File: src/rtl/spi_flash_okuyucu_if.sv
// Register-port bus between the flash reader (master) and the SPI controller (slave).
interface spi_flash_okuyucu_if;
  logic [4:0]  at_adres_c;
  logic [31:0] at_yaz_veri_c;
  logic        at_yaz_gecerli_c;
  logic        at_gecerli_c;
  logic [31:0] at_oku_veri_g;
  logic        at_oku_gecerli_g;
  logic        at_mesgul_g;

  modport master (
    output at_adres_c, at_yaz_veri_c, at_yaz_gecerli_c, at_gecerli_c,
    input  at_oku_veri_g, at_oku_gecerli_g, at_mesgul_g
  );

  modport slave (
    input  at_adres_c, at_yaz_veri_c, at_yaz_gecerli_c, at_gecerli_c,
    output at_oku_veri_g, at_oku_gecerli_g, at_mesgul_g
  );
endinterface

File: src/rtl/spi_flash_okuyucu.sv
// SPI flash reader: turns one (address, word count) request into a 0x03 READ
// sequence on the SPI controller's register port and streams the words out.
module spi_flash_okuyucu #(
  parameter logic [15:0] SCK_DIV    = 16'd5,
  parameter logic [4:0]  PARK_ADRES = 5'h14
) (
  input  logic                 clk_g,
  input  logic                 rst_g,
  input  logic                 istek_gecerli,
  output logic                 istek_hazir,
  input  logic [23:0]          istek_adres,
  input  logic [6:0]           istek_sayi,
  output logic [31:0]          veri,
  output logic                 veri_gecerli,
  input  logic                 veri_hazir,
  output logic                 bitti,
  spi_flash_okuyucu_if.master  at
);

  localparam logic [4:0]  A_CTRL   = 5'h00;
  localparam logic [4:0]  A_STATUS = 5'h04;
  localparam logic [4:0]  A_RDATA  = 5'h08;
  localparam logic [4:0]  A_WDATA  = 5'h0C;
  localparam logic [4:0]  A_CMD    = 5'h10;

  localparam logic [31:0] CTRL_CFG      = {SCK_DIV, 12'h000, 4'b0001};
  localparam logic [31:0] CTRL_SOFT_RST = 32'h0000_0002;
  localparam logic [31:0] CMD_TX_VAL    = 32'h0000_2204;

  typedef enum logic [9:0] {
    IDLE     = 10'b00_0000_0001,
    CTRL_WR  = 10'b00_0000_0010,
    WDATA_WR = 10'b00_0000_0100,
    CMD_TX   = 10'b00_0000_1000,
    POLL_TX  = 10'b00_0001_0000,
    CMD_RX   = 10'b00_0010_0000,
    POLL_RX  = 10'b00_0100_0000,
    RD       = 10'b00_1000_0000,
    FLUSH    = 10'b01_0000_0000,
    DONE     = 10'b10_0000_0000
  } state_t;

  state_t      state, state_n;
  logic        ack_faz, ack_faz_n;   // 0: request cycle, 1: ack cycle of an acked access
  logic        mesgul_r;             // controller busy as seen in the request cycle
  logic [23:0] adres_r;
  logic [6:0]  sayi_r;
  logic [6:0]  sayac;
  logic        erisim_ok;
  logic        yukle;
  logic        gec, yaz;
  logic [4:0]  adr;
  logic [31:0] yveri;
  logic [8:0]  rx_len;

  assign erisim_ok = ack_faz && at.at_oku_gecerli_g && !mesgul_r;
  assign rx_len    = {sayi_r, 2'b00};

  // NOTE: sequential state uses non-blocking assignments so every flop samples pre-edge values.
  always_ff @(posedge clk_g or negedge rst_g) begin
    if (!rst_g) begin
      state   <= IDLE;
      ack_faz <= 1'b0;
    end else begin
      state   <= state_n;
      ack_faz <= ack_faz_n;
    end
  end

  // NOTE: every signal written here gets a default first, so no path can infer a latch.
  always_comb begin
    state_n     = state;
    ack_faz_n   = 1'b0;
    yukle       = 1'b0;
    gec         = 1'b0;
    yaz         = 1'b0;
    adr         = PARK_ADRES;
    yveri       = '0;
    istek_hazir = 1'b0;
    bitti       = 1'b0;

    unique case (state)
      IDLE: begin
        istek_hazir = 1'b1;
        if (istek_gecerli) state_n = CTRL_WR;
      end
      CTRL_WR: begin
        if (!ack_faz) begin
          gec = 1'b1; yaz = 1'b1; adr = A_CTRL; yveri = CTRL_CFG; ack_faz_n = 1'b1;
        end else if (erisim_ok) begin
          state_n = WDATA_WR;
        end
      end
      WDATA_WR: begin
        if (!ack_faz) begin
          gec = 1'b1; yaz = 1'b1; adr = A_WDATA; yveri = {8'h03, adres_r}; ack_faz_n = 1'b1;
        end else if (erisim_ok) begin
          state_n = CMD_TX;
        end
      end
      CMD_TX: begin
        // Entered only straight after an acked access, so the controller can take it.
        gec = 1'b1; yaz = 1'b1; adr = A_CMD; yveri = CMD_TX_VAL;
        state_n = POLL_TX;
      end
      POLL_TX: begin
        if (!ack_faz) begin
          gec = 1'b1; adr = A_STATUS; ack_faz_n = 1'b1;
        end else if (erisim_ok && at.at_oku_veri_g[2]) begin
          state_n = CMD_RX;
        end
      end
      CMD_RX: begin
        gec = 1'b1; yaz = 1'b1; adr = A_CMD;
        yveri = {19'h0, 1'b1, 2'b00, 1'b1, rx_len};
        state_n = POLL_RX;
      end
      POLL_RX: begin
        // Holding off on a full output slot lets the controller FIFO stall the SPI clock.
        if (!ack_faz) begin
          gec = 1'b1; adr = A_STATUS; ack_faz_n = 1'b1;
        end else if (erisim_ok && !at.at_oku_veri_g[3] && !veri_gecerli) begin
          state_n = RD;
        end
      end
      RD: begin
        if (!ack_faz) begin
          gec = 1'b1; adr = A_RDATA; ack_faz_n = 1'b1;
        end else if (erisim_ok) begin
          yukle = 1'b1;
          if (7'(sayac + 7'd1) == sayi_r) state_n = FLUSH;
          else                            state_n = POLL_RX;
        end
      end
      FLUSH: begin
        if (!veri_gecerli) begin
          gec = 1'b1; yaz = 1'b1; adr = A_CTRL; yveri = CTRL_SOFT_RST;
          state_n = DONE;
        end
      end
      DONE: begin
        bitti   = 1'b1;
        state_n = IDLE;
      end
      default: state_n = IDLE;
    endcase
  end

  always_ff @(posedge clk_g or negedge rst_g) begin
    if (!rst_g) begin
      adres_r      <= '0;
      sayi_r       <= '0;
      sayac        <= '0;
      mesgul_r     <= 1'b0;
      veri         <= '0;
      veri_gecerli <= 1'b0;
    end else begin
      mesgul_r <= at.at_mesgul_g;
      if (state == IDLE && istek_gecerli) begin
        adres_r <= istek_adres;
        sayi_r  <= (istek_sayi == 7'd0) ? 7'd1 : istek_sayi;
        sayac   <= '0;
      end
      if (veri_gecerli && veri_hazir) veri_gecerli <= 1'b0;
      if (yukle) begin
        veri         <= at.at_oku_veri_g;
        veri_gecerli <= 1'b1;
        sayac        <= sayac + 7'd1;
      end
    end
  end

  assign at.at_adres_c       = adr;
  assign at.at_yaz_veri_c    = yveri;
  assign at.at_yaz_gecerli_c = yaz;
  assign at.at_gecerli_c     = gec;

endmodule

File: src/flat_wrapper.sv
// flat-port wrapper written by rule: the top's interface ports become plain ports
module spi_flash_okuyucu_flat 
#(
  parameter logic [15:0] SCK_DIV    = 16'd5,
  parameter logic [4:0]  PARK_ADRES = 5'h14
)
  (clk_g, rst_g, istek_gecerli, istek_hazir, istek_adres, istek_sayi, veri, veri_gecerli, veri_hazir, bitti, at_at_adres_c, at_at_yaz_veri_c, at_at_yaz_gecerli_c, at_at_gecerli_c, at_at_oku_veri_g, at_at_oku_gecerli_g, at_at_mesgul_g);
  spi_flash_okuyucu_if at_i ();
  input  logic clk_g;
  input  logic rst_g;
  input  logic istek_gecerli;
  output logic istek_hazir;
  input  logic [23:0] istek_adres;
  input  logic [6:0] istek_sayi;
  output logic [31:0] veri;
  output logic veri_gecerli;
  input  logic veri_hazir;
  output logic bitti;
  output wire logic [$bits(at_i.at_adres_c)-1:0] at_at_adres_c;
  output wire logic [$bits(at_i.at_yaz_veri_c)-1:0] at_at_yaz_veri_c;
  output wire logic [$bits(at_i.at_yaz_gecerli_c)-1:0] at_at_yaz_gecerli_c;
  output wire logic [$bits(at_i.at_gecerli_c)-1:0] at_at_gecerli_c;
  input wire logic [$bits(at_i.at_oku_veri_g)-1:0] at_at_oku_veri_g;
  input wire logic [$bits(at_i.at_oku_gecerli_g)-1:0] at_at_oku_gecerli_g;
  input wire logic [$bits(at_i.at_mesgul_g)-1:0] at_at_mesgul_g;
  assign at_at_adres_c = at_i.at_adres_c;
  assign at_at_yaz_veri_c = at_i.at_yaz_veri_c;
  assign at_at_yaz_gecerli_c = at_i.at_yaz_gecerli_c;
  assign at_at_gecerli_c = at_i.at_gecerli_c;
  assign at_i.at_oku_veri_g = at_at_oku_veri_g;
  assign at_i.at_oku_gecerli_g = at_at_oku_gecerli_g;
  assign at_i.at_mesgul_g = at_at_mesgul_g;
  spi_flash_okuyucu #(.SCK_DIV(SCK_DIV), .PARK_ADRES(PARK_ADRES)) u_core (.clk_g(clk_g), .rst_g(rst_g), .istek_gecerli(istek_gecerli), .istek_hazir(istek_hazir), .istek_adres(istek_adres), .istek_sayi(istek_sayi), .veri(veri), .veri_gecerli(veri_gecerli), .veri_hazir(veri_hazir), .bitti(bitti), .at(at_i));
endmodule
File: config.mk
export PLATFORM = sky130hd
export DESIGN_NAME = spi_flash_okuyucu_flat
export DESIGN_NICKNAME = d
export VERILOG_FILES = /design/src/rtl/spi_flash_okuyucu_if.sv /design/src/rtl/spi_flash_okuyucu.sv /design/src/flat_wrapper.sv
export SDC_FILE = /design/constraint.sdc
export NUM_CORES = 1
export LEC_CHECK = 0
export ABC_AREA = 1
export CORE_AREA = 5 5 97 189
export CTS_CLUSTER_SIZE = 16
export DETAILED_ROUTE_END_ITERATION = 10
export DIE_AREA = 0 0 102 194
export HOLD_SLACK_MARGIN = 0.03
export SETUP_SLACK_MARGIN = 0.5
export SLEW_MARGIN = 20
export SYNTH_ARGS = -nofsm -noshare
export SYNTH_HDL_FRONTEND = slang
export SYNTH_SLANG_ARGS = --single-unit
File: constraint.sdc
create_clock -name clk_g -period 1.5 [get_ports clk_g]
set_input_delay 0.3 -clock clk_g [delete_from_list [all_inputs] [get_ports clk_g]]
set_output_delay 0.3 -clock clk_g [all_outputs]
set_load 0.05 [all_outputs]
==> reports/metrics.yaml, run 1 <==
synth:
  post_synth_instance_area_mm2: 0.00409
  synth_sequential_area_ratio: 0.509
  syn_avg_cell_area_um2: 8.82
  ys_ff_latch: 83
  synthDistinctLibCells: 34
  yosysWarningCount: 0
  syn_inst: 463
route:
  initial_drc_count: 141
  totalWireLength_um: 15900
  routed_wire_length_per_instance_um: 17.1
  drt-vias-per-instance: 4.38
  drtPass1Iterations: 4
  post-route-drc-count: 0
  detailroute.via_count: 4081
  ant_nets: 0
placed_design:
  dp_worst_setup_slack_ns: -0.479
  dpl_cells: 860
  hpwlAfterDp_um: 11000
  place.gp.congestion: 0.908
  postPlaceCellArea_mm2: 0.00718
  port_buffers: 134
sta:
  postLayoutSetupSlackWorst_ns: -0.844
  hold_slack_ns: 0.374
  period_minus_slack_ns: 2.34
  timing_hold_violations_final: 0
  setup-tns-final_ns: -62.77
  setup_viol: 115
  final-max-slew-violation-count: 0
  fmaxAchievable_mhz: 427
  timing.clock.skew_ns: 0.00743
  grt_setup_unrepaired: "true"
  fin_crit_sh: 1.56
floorplan:
  io_pins: 143
  starting_density_of_the_core: 0.245
  core_mm2: 0.0167
  die_y_um: 194
  number_of_placement_rows: 67
  die-area_mm2: 0.0198
  die_w_um: 102
layout:
  fillCellCount: 1430
  nets: 790
  antenna-diode-count: 0
  seq_area_mm2: 0.00208
  drive_gt1_frac: 0.479
  multi_input_comb_area_mm2: 0.00229
  finalInstanceArea_mm2: 0.00861
  flow.area_growth_from_synthesis_pct: 111
  finish.cell_count_without_fillers: 932
clock_network:
  cts_inserted_buffers: 9
  clock_buffer_depth: 2
  root_buffer: "sky130_fd_sc_hd__clkbuf_16"
  ctsHtreeMaxLevel: 3
  tritoncts_clock_tree: "yes"
  clock_sink_count: 83
  latest_clock_arrival_within_the_worst_skew_pair_ns: 0.35
  register_clock_pin_slew_on_the_reported_worst_setup_and_hold_paths_ns: 0.06
critical_path:
  critical_path.slowest_cell: "sky130_fd_sc_hd__dfrtp_1"
  worstReg2RegEnd: "u_core.adres_r[23]"
  r2r_setup_slack_ns: -0.58
  critical-path-top-delay-family: "buffers and inverters"
  critical_path_endpoint_category: "output pin"
  regToRegStartpoint: "u_core.state[4]"
  r2r_cells: 13
  cp_cell_sequence: "nor2_4, nand2_2, inv_2, nand4_1, buf_6, o211ai_1, clkbuf_16"
  critical-path-max-stage-delay_ns: 0.42
  path_class: "reg2out"
  worst_ep_arrival_time_ns: 2.04
  critical_path.startpoint_type: "register"
  critical_path_required_ns: 1.20
  worstPathMaxFanout: 8
  path_buf_inv: 3
pwr:
  power.share.clock: 0.197
  power_frac_seq: 0.285
  cellLeakagePower_uw: 0.00416
  power_switching_uw: 4230
  power-per-cell-area_mw_per_mm2: 1260
  switching_share: 0.388
  power_report.internal_total_uw: 6660
  irDropWorstVdd_mv: 0.660
  power.combinational.fraction: 0.518
worst_hold_path:
  hold_removal_path_class: "in2async"
global_routing:
  grt_util_all_layers: 0.154
  grt_pass1_vias: 4427
  grt_antenna_before_repair: 0
  first_pass_grt_wire_length_um: 23300
  largest_net_degree_at_the_start_of_global_routing: 27
  grt_overflow: 0
status:
  failing_checks: "setup timing"
  status: "finished, violations left"
flow_run:
  cap_violations: 0
==> registers in the layout, indices dropped and copies added, names as in the netlist <==
signal and cells:
u_core.adres_r 24, u_core.veri_gecerli 1, u_core.sayi_r 7, u_core.sayac 7
u_core.state 10, u_core.ack_faz 1, u_core.mesgul_r 1, u_core.veri 32
==> placed cells by master (no fill, tap or decap), drive strengths merged <==
| cell type | Yosys | routed |
|---|---|---|
| a31oi | 1 | 1 |
| dfrtp | 82 | 82 |
| a32o | 1 | 1 |
| a211oi | 1 | 1 |
| clkinvlp | 0 | 2 |
| ha | 1 | 1 |
| clkdlybuf4s50 | 0 | 67 |
| nand2 | 150 | 150 |
| nor4 | 1 | 1 |
| mux2 | 30 | 30 |
| nor3 | 3 | 3 |
| conb | 1 | 8 |
| buf | 18 | 185 |
| o211ai | 1 | 1 |
| a21oi | 3 | 3 |
| o21ai | 32 | 32 |
| and3 | 1 | 1 |
| bufbuf | 0 | 1 |
| nand4 | 3 | 3 |
| nor2 | 51 | 51 |
| clkbuf | 4 | 18 |
| nand3 | 19 | 19 |
| xor2 | 1 | 1 |
| dfstp | 1 | 1 |
| xnor2 | 1 | 1 |
| inv | 52 | 52 |
| o32ai | 1 | 1 |
| o22ai | 4 | 4 |
| dlygate4sd3 | 0 | 1 |
| clkinv | 0 | 3 |
==> worst register-to-register path: stages (launching register included) <==
cell                      delay [ns]
sky130_fd_sc_hd__dfrtp_1        0.42
sky130_fd_sc_hd__nor2_4         0.18
sky130_fd_sc_hd__nand2_2        0.10
sky130_fd_sc_hd__buf_4          0.14
sky130_fd_sc_hd__buf_4          0.13
sky130_fd_sc_hd__nor2_4         0.08
sky130_fd_sc_hd__nand2_2        0.07
sky130_fd_sc_hd__buf_6          0.13
sky130_fd_sc_hd__nor2_4         0.17
sky130_fd_sc_hd__buf_12         0.14
sky130_fd_sc_hd__buf_8          0.11
sky130_fd_sc_hd__buf_12         0.11
sky130_fd_sc_hd__buf_16         0.11
sky130_fd_sc_hd__o21ai_1        0.06
==> stage by stage <==
stage / utilization / power [uW]
finish: 0.516 / 10900
global route: 0.516 / 11500
CTS: 0.480 / 10500
detailed placement: 0.430 / 7190
global placement: 0.430 / 7150
floorplan: - / 5440
==> metal layers <==
metal | up-vias | wire, um | part of all wire | track usage
met5 | - | 0 | 0 | 0
met4 | 0 | 555 | 0.035 | 0.0730
met3 | 31 | 855 | 0.054 | 0.0385
met2 | 132 | 9270 | 0.58 | 0.291
met1 | 1951 | 5210 | 0.33 | 0.149
li1 | 1967 | - | - | -
==> worst max path at each step <==
stage / start / slack (ns) / cells after the start / end
5_1_grt: u_core.state[9] / -0.92 / 5 / at_at_yaz_veri_c[2]
4_1_cts: u_core.state[2] / -0.83 / 9 / at_at_adres_c[2]
3_5_place_dp: u_core.state[8] / -0.48 / 9 / at_at_yaz_gecerli_c
6_report: u_core.state[3] / -0.84 / 7 / at_at_yaz_veri_c[2]
3_3_place_gp: u_core.state[8] / -0.50 / 9 / at_at_yaz_gecerli_c
2_1_floorplan: u_core.state[3] / -0.58 / 6 / at_at_yaz_veri_c[2]
==> kinds of logic (layout without fill, tap and decap cells) <==
kind of cell,Yosys count,in the layout,synth area share
AND/OR/NAND/NOR,228,228,0.230
flip-flops,83,83,0.509
buffers and inverters,74,329,0.0848
AO/OA/AOI/OAI,44,44,0.0588
multiplexers,30,30,0.109
XOR/XNOR,2,2,0.00429
adder cells (fa/ha/maj),1,1,0.00306
other,1,8,0.000918
==> final cells by class <==
type                       instances  area share
timing repair buffer             261       0.405
multi-input combinational        313       0.266
sequential                        83       0.242
tap                              207      0.0301
clock buffer                      11      0.0282
inverter                          52      0.0246
clock inverter                     5     0.00436
==> repair_timing <==
action / 4_1_cts / 5_1_grt
cloned: 7 / 8
endpoints found under the hold margin: 11 / 0
hold buffers: 1 / 0
setup endpoints to repair: 148 / 148
pin swaps: 12 / 15
buffers inserted: 17 / 23
resized for setup: 54 / 63
==> power by group through the flow <==
| stage | clock network [uW] | logic, uW | registers, uW |
|---|---|---|---|
| after global routing | 2290 | 6030 | 3140 |
| after CTS | 2210 | 5280 | 3040 |
| after global placement | 0 | 4090 | 3060 |
| final | 2150 | 5640 | 3100 |
| after floorplan | 0 | 2430 | 3010 |
| after detailed placement | 0 | 4110 | 3080 |
==> cell usage after synthesis, drive strengths merged <==
master  instances  area [um^2]
nand2         150          573
dfrtp          82         2050
inv            52          195
nor2           51          214
o21ai          32          160
mux2           30          447
nand3          19         95.1
buf            18          136
clkbuf          4         15.0
o22ai           4         25.0
a21oi           3         15.0
nand4           3         18.8
nor3            3         26.3
a211oi          1         7.51
a31oi           1         6.26
a32o            1         10.0
and3            1         6.26
conb            1         3.75
dfstp           1         26.3
ha              1         12.5
nor4            1         6.26
o211ai          1         7.51
o32ai           1         8.76
xnor2           1         8.76
xor2            1         8.76
(Power assumes the default switching activity.)
==> run 2: changes to the inputs <==
--- a/config.mk
+++ b/config.mk
@@ -6,11 +6,12 @@
 export NUM_CORES = 1
 export LEC_CHECK = 0
 export ABC_AREA = 1
-export CORE_AREA = 5 5 97 189
+export CORE_AREA = 5 5 77 150
 export CTS_CLUSTER_SIZE = 16
 export DETAILED_ROUTE_END_ITERATION = 10
-export DIE_AREA = 0 0 102 194
+export DIE_AREA = 0 0 82 155
 export HOLD_SLACK_MARGIN = 0.03
+export PLACE_DENSITY = 0.73
 export SETUP_SLACK_MARGIN = 0.5
 export SLEW_MARGIN = 20
 export SYNTH_ARGS = -nofsm -noshare
==> reports/metrics.yaml, run 2 (synthesis gave the netlist of run 1 again) <==
pwr:
  total_power_uw: 11600
  power.combinational.fraction: 0.526
  switching_share: 0.396
  power_frac_seq: 0.267
  power_report.internal_total_uw: 7010
  cellLeakagePower_uw: 0.00411
  power.share.clock: 0.207
  irDropWorstVdd_mv: 1.49
  power_switching_uw: 4590
  power-per-cell-area_mw_per_mm2: 1360
route:
  ant_nets: 0
  wirelength_met1_um: 6260
  drt-vias-per-instance: 5.22
  met3RoutedLength_um: 1360
  initial_drc_count: 451
  top_signal_layer_used: "met4"
  drtPass1Iterations: 5
  detailroute.via_count: 4497
  met2WireLength_um: 9570
  post-route-drc-count: 0
  routed_wire_length_per_instance_um: 21.1
  totalWireLength_um: 18200
sta:
  timing_hold_violations_final: 0
  fin_crit_sh: 1.59
  timing.clock.skew_ns: 0.00841
  setup-tns-final_ns: -65.81
  setup_viol: 115
  grt_setup_unrepaired: "true"
  final-max-slew-violation-count: 0
  fmaxAchievable_mhz: 420
  period_minus_slack_ns: 2.38
  postLayoutSetupSlackWorst_ns: -0.884
critical_path:
  worst_ep_arrival_time_ns: 2.08
  critical_path_required_ns: 1.20
  critical_path.startpoint_type: "register"
  path_class: "reg2out"
  critical_path_endpoint_category: "output pin"
  worstPathMaxFanout: 10
status:
  status: "finished, violations left"
  failing_checks: "setup timing"
floorplan:
  core_mm2: 0.0103
  starting_density_of_the_core: 0.395
  io_pins: 143
  die-area_mm2: 0.0127
  number_of_placement_rows: 53
  die_w_um: 82
  die_y_um: 155
layout:
  flow.area_growth_from_synthesis_pct: 109
  largest_register_ff_count: 32
  finish.cell_count_without_fillers: 861
  drive_gt1_frac: 0.515
  multi_input_comb_area_mm2: 0.00231
  post-route-util: 0.827
  reg.largest.list: "u_core.veri (32), u_core.adres_r (24), u_core.state (10)"
  layout.cells.most_common_list: "sky130_fd_sc_hd__nand2_1, sky130_fd_sc_hd__dfrtp_1, sky130_fd_sc_hd__buf_12"
  nets: 789
  regMostFlops: "u_core.veri"
  seq_area_mm2: 0.00208
  fillCellCount: 524
  most_common_library_cell_in_the_layout_ignoring_fill_and_taps: "sky130_fd_sc_hd__nand2_1"
  antenna-diode-count: 0
clock_network:
  cts_inserted_buffers: 9
  register_clock_pin_slew_on_the_reported_worst_setup_and_hold_paths_ns: 0.07
  latest_clock_arrival_within_the_worst_skew_pair_ns: 0.34
  root_buffer: "sky130_fd_sc_hd__clkbuf_16"
  clock_buffer_depth: 2
  ctsHtreeMaxLevel: 3
  tritoncts_clock_tree: "yes"
  clock_sink_count: 83
flow_run:
  cap_violations: 0
placed_design:
  hpwlAfterDp_um: 9410
  port_buffers: 134
  dpl_cells: 786
  place.gp.congestion: 0.956
  dp_worst_setup_slack_ns: -0.439
global_routing:
  grt_util_all_layers: 0.265
  largest_net_degree_at_the_start_of_global_routing: 29
  grt_antenna_before_repair: 0
  grt_pass1_vias: 4719
  grt_overflow: 0
  first_pass_grt_wire_length_um: 25200
worst_hold_path:
  hold_removal_path_class: "in2async"
run 2: changes by cell type in the layout (fill, tap and decap cells not counted), moves of 3 or more:
cell,before,now
sky130_fd_sc_hd__buf_16,7,11
sky130_fd_sc_hd__clkbuf_16,16,10
sky130_fd_sc_hd__nand2_1,109,94
sky130_fd_sc_hd__nand2_2,19,42
sky130_fd_sc_hd__nand2_4,15,7
sky130_fd_sc_hd__nand3_1,17,13
sky130_fd_sc_hd__nand3_2,0,6
sky130_fd_sc_hd__nor2_1,24,19
sky130_fd_sc_hd__nor2_2,7,10
sky130_fd_sc_hd__o21ai_2,8,14
sky130_fd_sc_hd__o21ai_4,8,3
run 2: per-layer routing:
layer | up-vias | track usage
met3 | 80 | 0.0608
met5 | - | 0
met1 | 2183 | 0.297
li1 | 1973 | -
met4 | 0 | 0.107
met2 | 261 | 0.470
run 2: critical path: stages, from the launching register on:
cell and delay (ns):
sky130_fd_sc_hd__dfrtp_1 0.41, sky130_fd_sc_hd__nor2_4 0.20, sky130_fd_sc_hd__buf_4 0.14, sky130_fd_sc_hd__nand4_1 0.18, sky130_fd_sc_hd__buf_4 0.27, sky130_fd_sc_hd__o211ai_1 0.30
sky130_fd_sc_hd__clkbuf_16 0.24
run 2: repair_timing:
item / 4_1_cts / 5_1_grt
resized for setup: 102 / 35
pin swaps: 22 / 12
hold buffers: 1 / 0
endpoints found under the setup margin: 148 / 148
buffers inserted: 30 / 17
hold endpoints to repair: 11 / 0
cloned: 11 / 0
run 2: cell type report:
cell class	count	area share
clock buffer	10	0.0268
clock inverter	6	0.0105
inverter	52	0.0253
multi-input combinational	313	0.270
sequential	83	0.243
tap	137	0.0200
timing repair buffer	260	0.404
run 2: path summary, 6_finish.rpt:
| kind | end | slack [ns] | depth (start not counted) | start |
|---|---|---|---|---|
| max reg2reg | u_core.sayi_r[6] | -0.58 | 14 | u_core.state[6] |
| min in group clk_g | u_core.mesgul_r | 0.41 | 1 | at_at_mesgul_g |
| max | at_at_yaz_veri_c[2] | -0.88 | 6 | u_core.state[6] |
| min reg2reg | u_core.adres_r[5] | 0.49 | 2 | u_core.adres_r[5] |
| min | u_core.adres_r[15] | 0.37 | 2 | rst_g |
| max in group asynchronous | u_core.state[5] | 0.63 | 3 | rst_g |
run 2: power by group through the flow:
stage | combinational (uW) | sequential (uW) | clock, uW
finish | 6100 | 3090 | 2400
CTS | 5590 | 3030 | 2400
global route | 6400 | 3130 | 2520
global placement | 3870 | 3030 | 0
detailed placement | 3940 | 3050 | 0
floorplan | 2430 | 3010 | 0
run 2: metrics by stage:
step / cell area [um^2] / hold slack [ns]
CTS: 8310 / 0.361
global placement: 7050 / 0.174
finish: 8550 / 0.372
floorplan: 4560 / 0.00441
global route: 8550 / 0.391
detailed placement: 7050 / 0.174
==> run 3: changes to the inputs <==
==> constraint.sdc (replaced) <==
create_clock -name clk_g -period 1.5 [get_ports clk_g]
set_input_delay 0.15 -clock clk_g [delete_from_list [all_inputs] [get_ports clk_g]]
set_output_delay 0.15 -clock clk_g [all_outputs]
set_load 0.05 [all_outputs]
==> reports/metrics.yaml, run 3 (synthesis gave the netlist of run 1 again) <==
status:
  status: "finished, violations left"
  failing_checks: "setup timing"
sta:
  timing.clock.skew_ns: 0.00748
  final-max-slew-violation-count: 0
  grt_setup_unrepaired: "true"
  timing_hold_violations_final: 0
  period_minus_slack_ns: 2.24
  fmaxAchievable_mhz: 447
  fin_crit_sh: 1.49
  postLayoutSetupSlackWorst_ns: -0.738
  setup_viol: 115
route:
  drt-vias-per-instance: 4.80
  wirelength_met1_um: 5580
  top_signal_layer_used: "met4"
  met3RoutedLength_um: 1090
  detailroute.via_count: 4134
  met2WireLength_um: 7790
  post-route-drc-count: 0
  totalWireLength_um: 14900
  drtPass1Iterations: 4
  initial_drc_count: 247
  routed_wire_length_per_instance_um: 17.3
  ant_nets: 0
critical_path:
  critical_path.startpoint_type: "register"
  critical_path_required_ns: 1.35
  worst_ep_arrival_time_ns: 2.09
  path_class: "reg2out"
  critical_path_endpoint_category: "output pin"
  worstPathMaxFanout: 6
pwr:
  irDropWorstVdd_mv: 1.32
  power-per-cell-area_mw_per_mm2: 1340
  total_power_uw: 10900
  cellLeakagePower_uw: 0.00406
layout:
  reg.largest.list: "u_core.veri (32), u_core.adres_r (24), u_core.state (10)"
  drive_gt1_frac: 0.499
  post-route-util: 0.790
  largest_register_ff_count: 32
  finalInstanceArea_mm2: 0.00817
  most_common_library_cell_in_the_layout_ignoring_fill_and_taps: "sky130_fd_sc_hd__nand2_1"
  finish.cell_count_without_fillers: 861
  flow.area_growth_from_synthesis_pct: 100
  antenna-diode-count: 0
  nets: 789
  regMostFlops: "u_core.veri"
  layout.cells.most_common_list: "sky130_fd_sc_hd__nand2_1, sky130_fd_sc_hd__dfrtp_1, sky130_fd_sc_hd__buf_4"
  fillCellCount: 594
flow_run:
  cap_violations: 0
floorplan:
  starting_density_of_the_core: 0.395
  die_w_um: 82
  io_pins: 143
  number_of_placement_rows: 53
  die_y_um: 155
  die-area_mm2: 0.0127
  core_mm2: 0.0103
clock_network:
  register_clock_pin_slew_on_the_reported_worst_setup_and_hold_paths_ns: 0.06
  latest_clock_arrival_within_the_worst_skew_pair_ns: 0.34
  cts_inserted_buffers: 9
  ctsHtreeMaxLevel: 3
  root_buffer: "sky130_fd_sc_hd__clkbuf_16"
  clock_sink_count: 83
  clock_buffer_depth: 2
  tritoncts_clock_tree: "yes"
placed_design:
  port_buffers: 134
  dpl_cells: 780
  dp_worst_setup_slack_ns: -0.342
  hpwlAfterDp_um: 8740
  postPlaceCellArea_mm2: 0.00660
  place.gp.congestion: 0.876
global_routing:
  grt_antenna_before_repair: 0
  grt_util_all_layers: 0.213
  first_pass_grt_wire_length_um: 20800
  largest_net_degree_at_the_start_of_global_routing: 43
  grt_overflow: 0
  grt_pass1_vias: 4274
worst_hold_path:
  hold_removal_path_class: "in2reg"
run 3: cell types whose count changed in the layout (fill, tap and decap cells not counted), moves of 4 or more:
cell                        previous run  this run
sky130_fd_sc_hd__nand2_1              94       102
sky130_fd_sc_hd__clkbuf_16            10        14
sky130_fd_sc_hd__nand2_4               7        13
sky130_fd_sc_hd__buf_6                19        61
sky130_fd_sc_hd__o21ai_1              14        18
sky130_fd_sc_hd__o21ai_2              14         9
sky130_fd_sc_hd__buf_12               79        45
sky130_fd_sc_hd__nand2_2              42        28
sky130_fd_sc_hd__buf_16               11         3
run 3: timing repair:
action	4_1_cts	5_1_grt
gates cloned	3	6
endpoints found under the setup margin	148	148
gates resized for setup	104	56
buffers inserted	27	28
hold buffers	1	0
pin swaps	13	24
endpoints found under the hold margin	82	0
run 3: layer usage:
| metal | global-route usage | vias up |
|---|---|---|
| met5 | 0 | - |
| met4 | 0.0729 | 0 |
| met1 | 0.254 | 1983 |
| li1 | - | 1963 |
| met2 | 0.348 | 153 |
| met3 | 0.0765 | 35 |
run 3: power breakdown:
group,switching (uW),leakage [uW],internal [uW]
logic,2860,0.00280,2500
clock network,884,0.000159,1550
registers,407,0.00110,2710
total,4150,0.00406,6760
run 3: area by class of cell:
type	instances	area (um^2)	area share
clock buffer	12	256	0.0314
clock inverter	4	72.6	0.00888
inverter	52	204	0.0250
multi-input combinational	313	2310	0.283
sequential	83	2080	0.254
tap	137	171	0.0210
timing repair buffer	260	3080	0.377
run 3: final timing paths:
check,start,endpoint,slack (ns),cells past startpoint
setup / recovery,u_core.state[4],at_at_yaz_veri_c[0],-0.74,10
hold / removal,at_at_mesgul_g,u_core.mesgul_r,0.27,1
setup reg to reg,u_core.state[4],u_core.adres_r[11],-0.62,13
hold reg to reg,u_core.adres_r[2],u_core.adres_r[2],0.50,2
max in group asynchronous,rst_g,u_core.state[0],0.89,3
min in group asynchronous,rst_g,u_core.sayi_r[2],0.33,3
run 3: stage by stage:
stage | setup TNS, ns | hold WS (ns)
finish | -59.22 | 0.267
CTS | -38.23 | 0.256
global placement | -16.89 | 0.151
global route | -65.01 | 0.252
detailed placement | -19.11 | 0.157
floorplan | -10.25 | -0.146
run 3: critical path: stages (launching register included):
cell and delay [ns]:
sky130_fd_sc_hd__dfrtp_1 0.41, sky130_fd_sc_hd__nor2_4 0.21, sky130_fd_sc_hd__nand2_2 0.12, sky130_fd_sc_hd__nor2_2 0.12
sky130_fd_sc_hd__nand2_2 0.11, sky130_fd_sc_hd__nor2_4 0.19, sky130_fd_sc_hd__buf_12 0.15, sky130_fd_sc_hd__buf_12 0.15
sky130_fd_sc_hd__nand2_8 0.07, sky130_fd_sc_hd__nand2_8 0.07, sky130_fd_sc_hd__buf_12 0.13
